## src/rtl/counter_seq_pkg.sv

```systemverilog
// Shared encodings and defaults for the counter sequencer.
package counter_seq_pkg;

    localparam int unsigned WIDTH_DEF  = 8;
    localparam int unsigned STEP_W_DEF = 8;

    localparam logic [1:0] OP_CLR  = 2'b00;
    localparam logic [1:0] OP_LOAD = 2'b01;
    localparam logic [1:0] OP_UP   = 2'b10;
    localparam logic [1:0] OP_DOWN = 2'b11;

    typedef enum logic [1:0] {
        IDLE = 2'b00,
        EXEC = 2'b01,
        DONE = 2'b10
    } state_e;

endpackage

```

## src/rtl/counter_sequencer_rr_arb2.sv

```systemverilog
// Two-way round-robin arbiter: ptr picks the winner only when both requesters are valid.
module rr_arb2 (
    input  logic [1:0] valid,
    input  logic       ptr,
    input  logic       advance,
    output logic [1:0] grant
);

    // Grant is one-hot or zero, and never set for a requester that is not valid.
    always_comb begin
        grant = 2'b00;
        if (advance) begin
            unique case (valid)
                2'b01:   grant = 2'b01;
                2'b10:   grant = 2'b10;
                2'b11:   grant = ptr ? 2'b10 : 2'b01;
                default: grant = 2'b00;
            endcase
        end
    end

endmodule

```

## src/rtl/counter_sequencer.sv

```systemverilog
// Sequences an external up/down counter (no enable) for two requesters.
// The counter is held between commands by reloading its own output.
module counter_sequencer
    import counter_seq_pkg::*;
#(
    parameter int unsigned WIDTH  = WIDTH_DEF,
    parameter int unsigned STEP_W = STEP_W_DEF
) (
    input  logic               clk,
    input  logic               clear,
    input  logic [1:0]         req_valid,
    output logic [1:0]         req_ready,
    input  logic [3:0]         req_op,
    input  logic [2*WIDTH-1:0] req_data,
    input  logic [WIDTH-1:0]   cnt_out,
    output logic [WIDTH-1:0]   cnt_in,
    output logic               cnt_load,
    output logic               cnt_up_down,
    output logic               cnt_clear_n,
    output logic               done_valid,
    output logic               done_id,
    output logic [WIDTH-1:0]   done_value,
    output logic               busy
);

    state_e             state_q, state_d;
    logic               rr_ptr_q, rr_ptr_d;
    logic [STEP_W-1:0]  remaining_q, remaining_d;
    logic [1:0]         op_q, op_d;
    logic [WIDTH-1:0]   data_q, data_d;
    logic               id_q, id_d;

    logic [1:0]         grant;
    logic               transfer;
    logic [1:0]         sel_op;
    logic [WIDTH-1:0]   sel_data;

    rr_arb2 u_arb (
        .valid   (req_valid),
        .ptr     (rr_ptr_q),
        .advance ((state_q == IDLE) && !clear),
        .grant   (grant)
    );

    assign req_ready = grant;
    assign transfer  = |(req_valid & grant);
    assign sel_op    = grant[1] ? req_op[3:2] : req_op[1:0];
    assign sel_data  = grant[1] ? req_data[2*WIDTH-1:WIDTH] : req_data[WIDTH-1:0];

    // Next-state and counter-pin decode from registered state; clear forces everything quiet.
    always_comb begin
        state_d     = state_q;
        rr_ptr_d    = rr_ptr_q;
        remaining_d = remaining_q;
        op_d        = op_q;
        data_d      = data_q;
        id_d        = id_q;
        cnt_in      = '0;
        cnt_load    = 1'b0;
        cnt_up_down = 1'b0;
        cnt_clear_n = 1'b1;
        done_valid  = 1'b0;
        done_id     = 1'b0;
        done_value  = '0;
        busy        = 1'b0;

        if (clear) begin
            cnt_clear_n = 1'b0;
        end else begin
            unique case (state_q)
                IDLE: begin
                    cnt_load = 1'b1;
                    cnt_in   = cnt_out;
                    if (transfer) begin
                        op_d        = sel_op;
                        data_d      = sel_data;
                        id_d        = grant[1];
                        rr_ptr_d    = ~grant[1];
                        remaining_d = sel_data[STEP_W-1:0];
                        state_d     = EXEC;
                    end
                end
                EXEC: begin
                    busy = 1'b1;
                    unique case (op_q)
                        OP_CLR: begin
                            cnt_clear_n = 1'b0;
                            state_d     = DONE;
                        end
                        OP_LOAD: begin
                            cnt_load = 1'b1;
                            cnt_in   = data_q;
                            state_d  = DONE;
                        end
                        OP_UP, OP_DOWN: begin
                            if (remaining_q == '0) begin
                                // Zero-step command still takes one hold cycle.
                                cnt_load = 1'b1;
                                cnt_in   = cnt_out;
                                state_d  = DONE;
                            end else begin
                                cnt_up_down = (op_q == OP_UP);
                                remaining_d = remaining_q - STEP_W'(1);
                                if (remaining_q == STEP_W'(1)) begin
                                    state_d = DONE;
                                end
                            end
                        end
                        default: state_d = DONE;
                    endcase
                end
                DONE: begin
                    busy       = 1'b1;
                    cnt_load   = 1'b1;
                    cnt_in     = cnt_out;
                    done_valid = 1'b1;
                    done_id    = id_q;
                    done_value = cnt_out;
                    state_d    = IDLE;
                end
                default: state_d = IDLE;
            endcase
        end
    end

    // State registers with synchronous clear; clear aborts any command in flight.
    always_ff @(posedge clk) begin
        if (clear) begin
            state_q     <= IDLE;
            rr_ptr_q    <= 1'b0;
            remaining_q <= '0;
            op_q        <= OP_CLR;
            data_q      <= '0;
            id_q        <= 1'b0;
        end else begin
            state_q     <= state_d;
            rr_ptr_q    <= rr_ptr_d;
            remaining_q <= remaining_d;
            op_q        <= op_d;
            data_q      <= data_d;
            id_q        <= id_d;
        end
    end

endmodule

```

## config.mk

```make
export PLATFORM = sky130hd
export DESIGN_NAME = counter_sequencer
export DESIGN_NICKNAME = d
export VERILOG_FILES = /design/src/rtl/counter_seq_pkg.sv /design/src/rtl/counter_sequencer_rr_arb2.sv /design/src/rtl/counter_sequencer.sv
export SDC_FILE = /design/constraint.sdc
export NUM_CORES = 1
export LEC_CHECK = 0
export CAP_MARGIN = 20
export CORE_AREA = 10 10 71 73
export DETAILED_ROUTE_END_ITERATION = 7
export DIE_AREA = 0 0 81 83
export PLACE_DENSITY_LB_ADDON = 0.2
export SYNTH_ARGS = -nofsm -noshare
export SYNTH_HDL_FRONTEND = slang
export SYNTH_HIERARCHICAL = 1
export SYNTH_SLANG_ARGS = --single-unit
```

## constraint.sdc

```tcl
create_clock -name clk -period 3.2 [get_ports clk]
set_input_delay 0.48 -clock clk [delete_from_list [all_inputs] [get_ports clk]]
set_output_delay 0.48 -clock clk [all_outputs]
set_load 0.03 [all_outputs]
```

Yosys cells after proc, flatten, opt, wreduce, memory -nomap -nowiden
Cells that the tools add are included.
{ "totals": {"reg_bits": 22, "inputBits": 32, "elab_cells": 73, "out_inout_bits": 24} }
{ "classes": {"bitwise_logic": 2, "n_mux": 37, "n_addsub": 1, "reduce_logical": 14, "eq_ne": 13} }
{ "op_table": {"columns": ["op", "n"], "rows": [
  ["$mux 8", 8],
  ["$pmux 8 s2", 3],
  ["$mux 1", 15],
  ["$mux 2", 6],
  ["$eq 2x2->1 const B", 5],
  ["$reduce_or 2->1", 5],
  ["$eq 8x1->1 const B", 1],
  ["$logic_not 8->1", 1],
  ["$pmux 2 s2", 2],
  ["$sub 8x1->8 const B", 1],
  ["$eq 2x1->1 const B", 3],
  ["$ne 2x2->1 const B", 3],
  ["$pmux 2 s3", 1],
  ["$logic_not 2->1", 2],
  ["$ne 4x4->1 const B", 1],
  ["$pmux 1 s2", 2],
  ["$reduce_and 2->1", 2],
  ["$reduce_and 4->1", 1],
  ["$and 2x2->2", 1],
  ["$reduce_bool 2->1", 1],
  ["$logic_and 1x1->1", 1],
  ["$logic_not 1->1", 1],
  ["$not 1->1", 1]
]} }

Longest topological paths before layout
{ "depth": {"depth_word": 7, "mapped_depth": 10, "mapped_depth_nobuf": 9} }

Cells and area by module
The synthesis kept the hierarchy.
{ "by_module_without_submodules": {"columns": ["module", "area_each_um2", "seq_area_each_um2", "cells_each", "instances"], "rows": [
  ["counter_sequencer", 1582.8, 440.4, 191, 1],
  ["rr_arb2", 21.3, 0.0, 5, 1]
]} }

Worst setup path before layout
Ideal clock, no wire load.
{ "synth_path": {"path_kind": "register to register", "from": "reg state_q[0]", "to": "reg remaining_q[6]", "t_arrival_ns": 2.607, "path_buffers": 1, "slack_ns": 0.458, "path_stages_with_launch": 11, "setup_ns": 0.135, "required_time_ns": 3.065, "period_less_slack_ns": 2.742, "path_cell_list": "dfxtp_1 -> inv_1 -> ha_1 -> nor2b_1 -> nand2_1 -> a21oi_1 -> a22oi_1 -> a22o_1 -> clkbuf_1 -> o311ai_0 -> o41ai_1"} }
{ "synth_between": {"elab_chain_cells": 7, "word_cells_on_any_way": 14, "classes_between": "eq/ne (4); mux (4); bitwise (1); reduce/logical (5)"} }
{ "synth_rtl": {"columns": ["item", "line_no", "source"], "rows": [
  ["start: declaration", "counter_sequencer.sv:26", "state_e state_q, state_d;"],
  ["start signal: assignment", "counter_sequencer.sv:136", "state_q <= state_d;"],
  ["$logic_not 2->1 *", "counter_sequencer.sv:41", ".advance ((state_q == IDLE) && !clear),"],
  ["$logic_and 1x1->1 *", "counter_sequencer.sv:41", null],
  ["$mux 2 *", "counter_sequencer_rr_arb2.sv:12", "if (advance) begin"],
  ["net req_ready[1]", "counter_sequencer.sv:12", "output logic [1:0] req_ready,"],
  ["$and 2x2->2", "counter_sequencer.sv:46", "assign transfer = |(req_valid & grant);"],
  ["$reduce_or 2->1", "counter_sequencer.sv:46", null],
  ["$ne 2x2->1 (no line)", null, null],
  ["$reduce_and 4->1 (no line)", null, null],
  ["end signal: assignment", "counter_sequencer.sv:138", "remaining_q <= remaining_d;"],
  ["end: declaration", "counter_sequencer.sv:28", "logic [STEP_W-1:0] remaining_q, remaining_d;"]
]} }
The timed path passes the listed nets; every way through them passes the cells marked *. The select of a mux whose other input is x is not followed.
A chain may end at the register's enable or synchronous reset.

Worst setup path in the final report
{ "layout_path": {"from": "reg remaining_q[0]", "to": "out cnt_in[3]"} }
{ "layout_between": {"elab_chain_cells": 5} }
{ "layout_rtl": {"columns": ["item", "line_no", "source"], "rows": [
  ["$logic_not 8->1", "counter_sequencer.sv:96", "if (remaining_q == '0) begin"],
  ["$mux 8", "counter_sequencer.sv:96", null],
  ["$pmux 8 s2", "counter_sequencer.sv:85", "unique case (op_q)"],
  ["$pmux 8 s2", "counter_sequencer.sv:70", "unique case (state_q)"],
  ["$mux 8", "counter_sequencer.sv:67", "if (clear) begin"],
  ["end: declaration", "counter_sequencer.sv:16", "output logic [WIDTH-1:0] cnt_in,"]
]} }
No other way between the ends.

==> qor.yml <==
status:
  status: "finished clean"
sta:
  slew-limit-headroom: 0.598
  hold_violations: 0
  fin_hold_ws_ns: 0.504
  finalSetupTns_ns: 0
  rsz0062_at_grt: "no"
  finClkSkew_ns: 0.00655
  tightest_slew_ns: 0.602
  max_freq_ghz: 0.361
  final_max_slew_viol_count: 0
  setup_ws_ns: 0.432
  finalCritPeriodShare: 0.865
  min_period_ns: 2.77
  setup_viol: 0
logic_synthesis:
  synth_edf_count: 0
  synth_top_family_by_area: "compound AO/OA/AOI/OAI gates"
  synthDistinctLibCells: 48
  synth-compound-area-share: 0.269
  synth_cells: 196
  ys_warn_count: 6
  synth_nets: 236
  yosys.area_share.simple: 0.245
  synth_mux_area_frac: 0.101
  yosys.area_share.xor_xnor: 0
  synthAdderAreaFrac: 0.0624
  seq_area_frac_synth: 0.275
  synthesis.area_um2: 1600
  synth_ff_type: "dfxtp_1"
  ys_ff_latch: 22
  syn_area_per_cell_um2: 8.18
  synth-async-reset-ratio: 0
clock_network:
  cts_root_buf: "clkbuf_8"
  cts.clk_slew.worst_paths_ns: 0.09
  cts_tree: "done"
  htree_levels: 1
  cts_setup_buffers: 0
  cts-resized-gates: 0
  cts_hold_buf: 0
  clock_path_buffers: 2
  cts_buffers: 3
  cts_sinks: 22
  clk_latency_ns: 0.26
floorplanning:
  io_pins: 56
  die_h_um: 83
  design.core.area_um2: 3630
  start_util: 0.441
  placementRows: 22
  dieArea_um2: 6720
  die_w_um: 81
setup_path:
  cp_max_fo: 6
  start_kind: "register"
  crit_type: "reg2out"
  crit_arrival_ns: 2.29
  end_kind: "output pin"
  cp_data_required_time_ns: 2.72
global_routing:
  grt.total_usage: 0.140
  overflow: 0
  use_met1: 0.202
  grt_antenna_before_repair: 0
  grt_pass1_vias: 1535
  grt_use_met2: 0.198
  grt_pass1_wl_um: 7900
  met3_usage: 0.0313
  busiest_layer: "met1"
  grt_start_max_net_pins: 28
detailed_routing:
  dr.pass1.iters: 4
  finalWirelength_um: 4760
  wire_per_inst_um: 16.0
  drc: 0
  vias_per_cell: 5.48
  via_count: 1627
  drtAntennaViolNets: 0
  drt_iter0_markers: 121
pwr:
  powerDensity_nw_per_um2: 806
  power.leakage_nw: 0.868
  peakVddDrop_mv: 0.654
  swShare: 0.459
  clockPowerShare: 0.145
  seqPwrFrac: 0.244
  power_switching_uw: 829
  combPwrFrac: 0.611
  p_int_uw: 975
final_layout:
  syn_to_final_growth_pct: 39.5
  layout_commonest_cell: "clkdlybuf4s50_1"
  final_cell_mix: "clkdlybuf4s50_1, nor2_1, buf_4"
  drive_gt1_frac: 0.161
  antenna_cells: 0
  nets: 290
run:
  maxCapViolations: 0
placed_design:
  dpl.hpwl_um: 3770
  gp_congestion: 0.897
  dp_slack_ns: 0.702
  portBuffers: 55
worst_hold_path:
  hp-class: "reg2reg"
==> area by class of cell <==
cell class / count / area, um2
Tap cell: 48 / 60.1
Clock buffer: 3 / 41.3
Timing Repair Buffer: 62 / 553
Inverter: 7 / 26.3
Sequential cell: 22 / 440
Clock inverter: 1 / 30.0
Fill cell: 340 / 1400
Multi-Input combinational cell: 154 / 1090
==> flip-flops by register name, summed over array words and instances (netlist names) <==
name,flops
data_q,8
remaining_q,8
op_q,2
state_q,2
id_q,1
rr_ptr_q,1
==> cells by family after synthesis <==
| kind of cell | count (synthesis) |
|---|---|
| AOI/OAI and AO/OA | 59 |
| muxes | 16 |
| DFF | 22 |
| buffers and inverters | 20 |
| and+or+nand+nor | 71 |
| adders and majority gates | 8 |
==> worst paths after layout <==
path,startpoint,endpoint,slack [ns],depth (start not counted)
max,remaining_q[0]$_SDFFE_PP0P_,cnt_in[3],0.43,7
min,data_q[2]$_SDFFE_PP0P_,data_q[2]$_SDFFE_PP0P_,0.50,2
max reg2reg,state_q[0]$_SDFFE_PP0P_,remaining_q[0]$_SDFFE_PP0P_,0.76,10
min reg2reg,data_q[2]$_SDFFE_PP0P_,data_q[2]$_SDFFE_PP0P_,0.50,2
==> synth_stat cells (7+ instances only) <==
cell      count  area, um2
nor2_1       27        101
dfxtp_1      22        440
mux2i_1      14        140
a21oi_1      11       55.1
a22oi_1      10       75.1
and2_1       10       62.6
clkbuf_1     10       37.5
a211oi_1      9       67.6
ha_1          8        100
nor2b_1       8       50.1
inv_1         7       26.3
nand2_1       7       26.3
==> power by group through the flow <==
stage	clock, mW	sequential (mW)	combinational, mW
floorplan	0	0.416	0.795
detailed placement	0	0.441	1.09
finish	0.261	0.441	1.10
global route	0.282	0.452	1.21
global placement	0	0.440	1.09
CTS	0.269	0.435	1.10
==> critical path, cell delays in order (launching register included) <==
cell     delay, ns
dfxtp_1       0.38
inv_1         0.14
ha_1          0.20
or3b_2        0.54
o31ai_4       0.33
a22oi_1       0.15
nor2_1        0.11
buf_4         0.17
==> stage by stage <==
stage	instance area [um2]	std cells	total power, mW	util
5_1_grt	2240	297	1.94	0.616
2_1_floorplan	1600	196	1.21	-
3_5_place_dp	2170	293	1.53	0.596
6_report	2240	297	1.80	0.616
4_1_cts	2240	297	1.80	0.616
3_3_place_gp	2170	293	1.53	0.596
==> metal layers <==
| metal | part of all wire | vias to the layer above |
|---|---|---|
| met1 | 0.46 | 722 |
| met4 | 0.0044 | 0 |
| met5 | 0 | - |
| li1 | - | 830 |
| met2 | 0.45 | 73 |
| met3 | 0.078 | 2 |
Power figures use the tool's default switching activity.
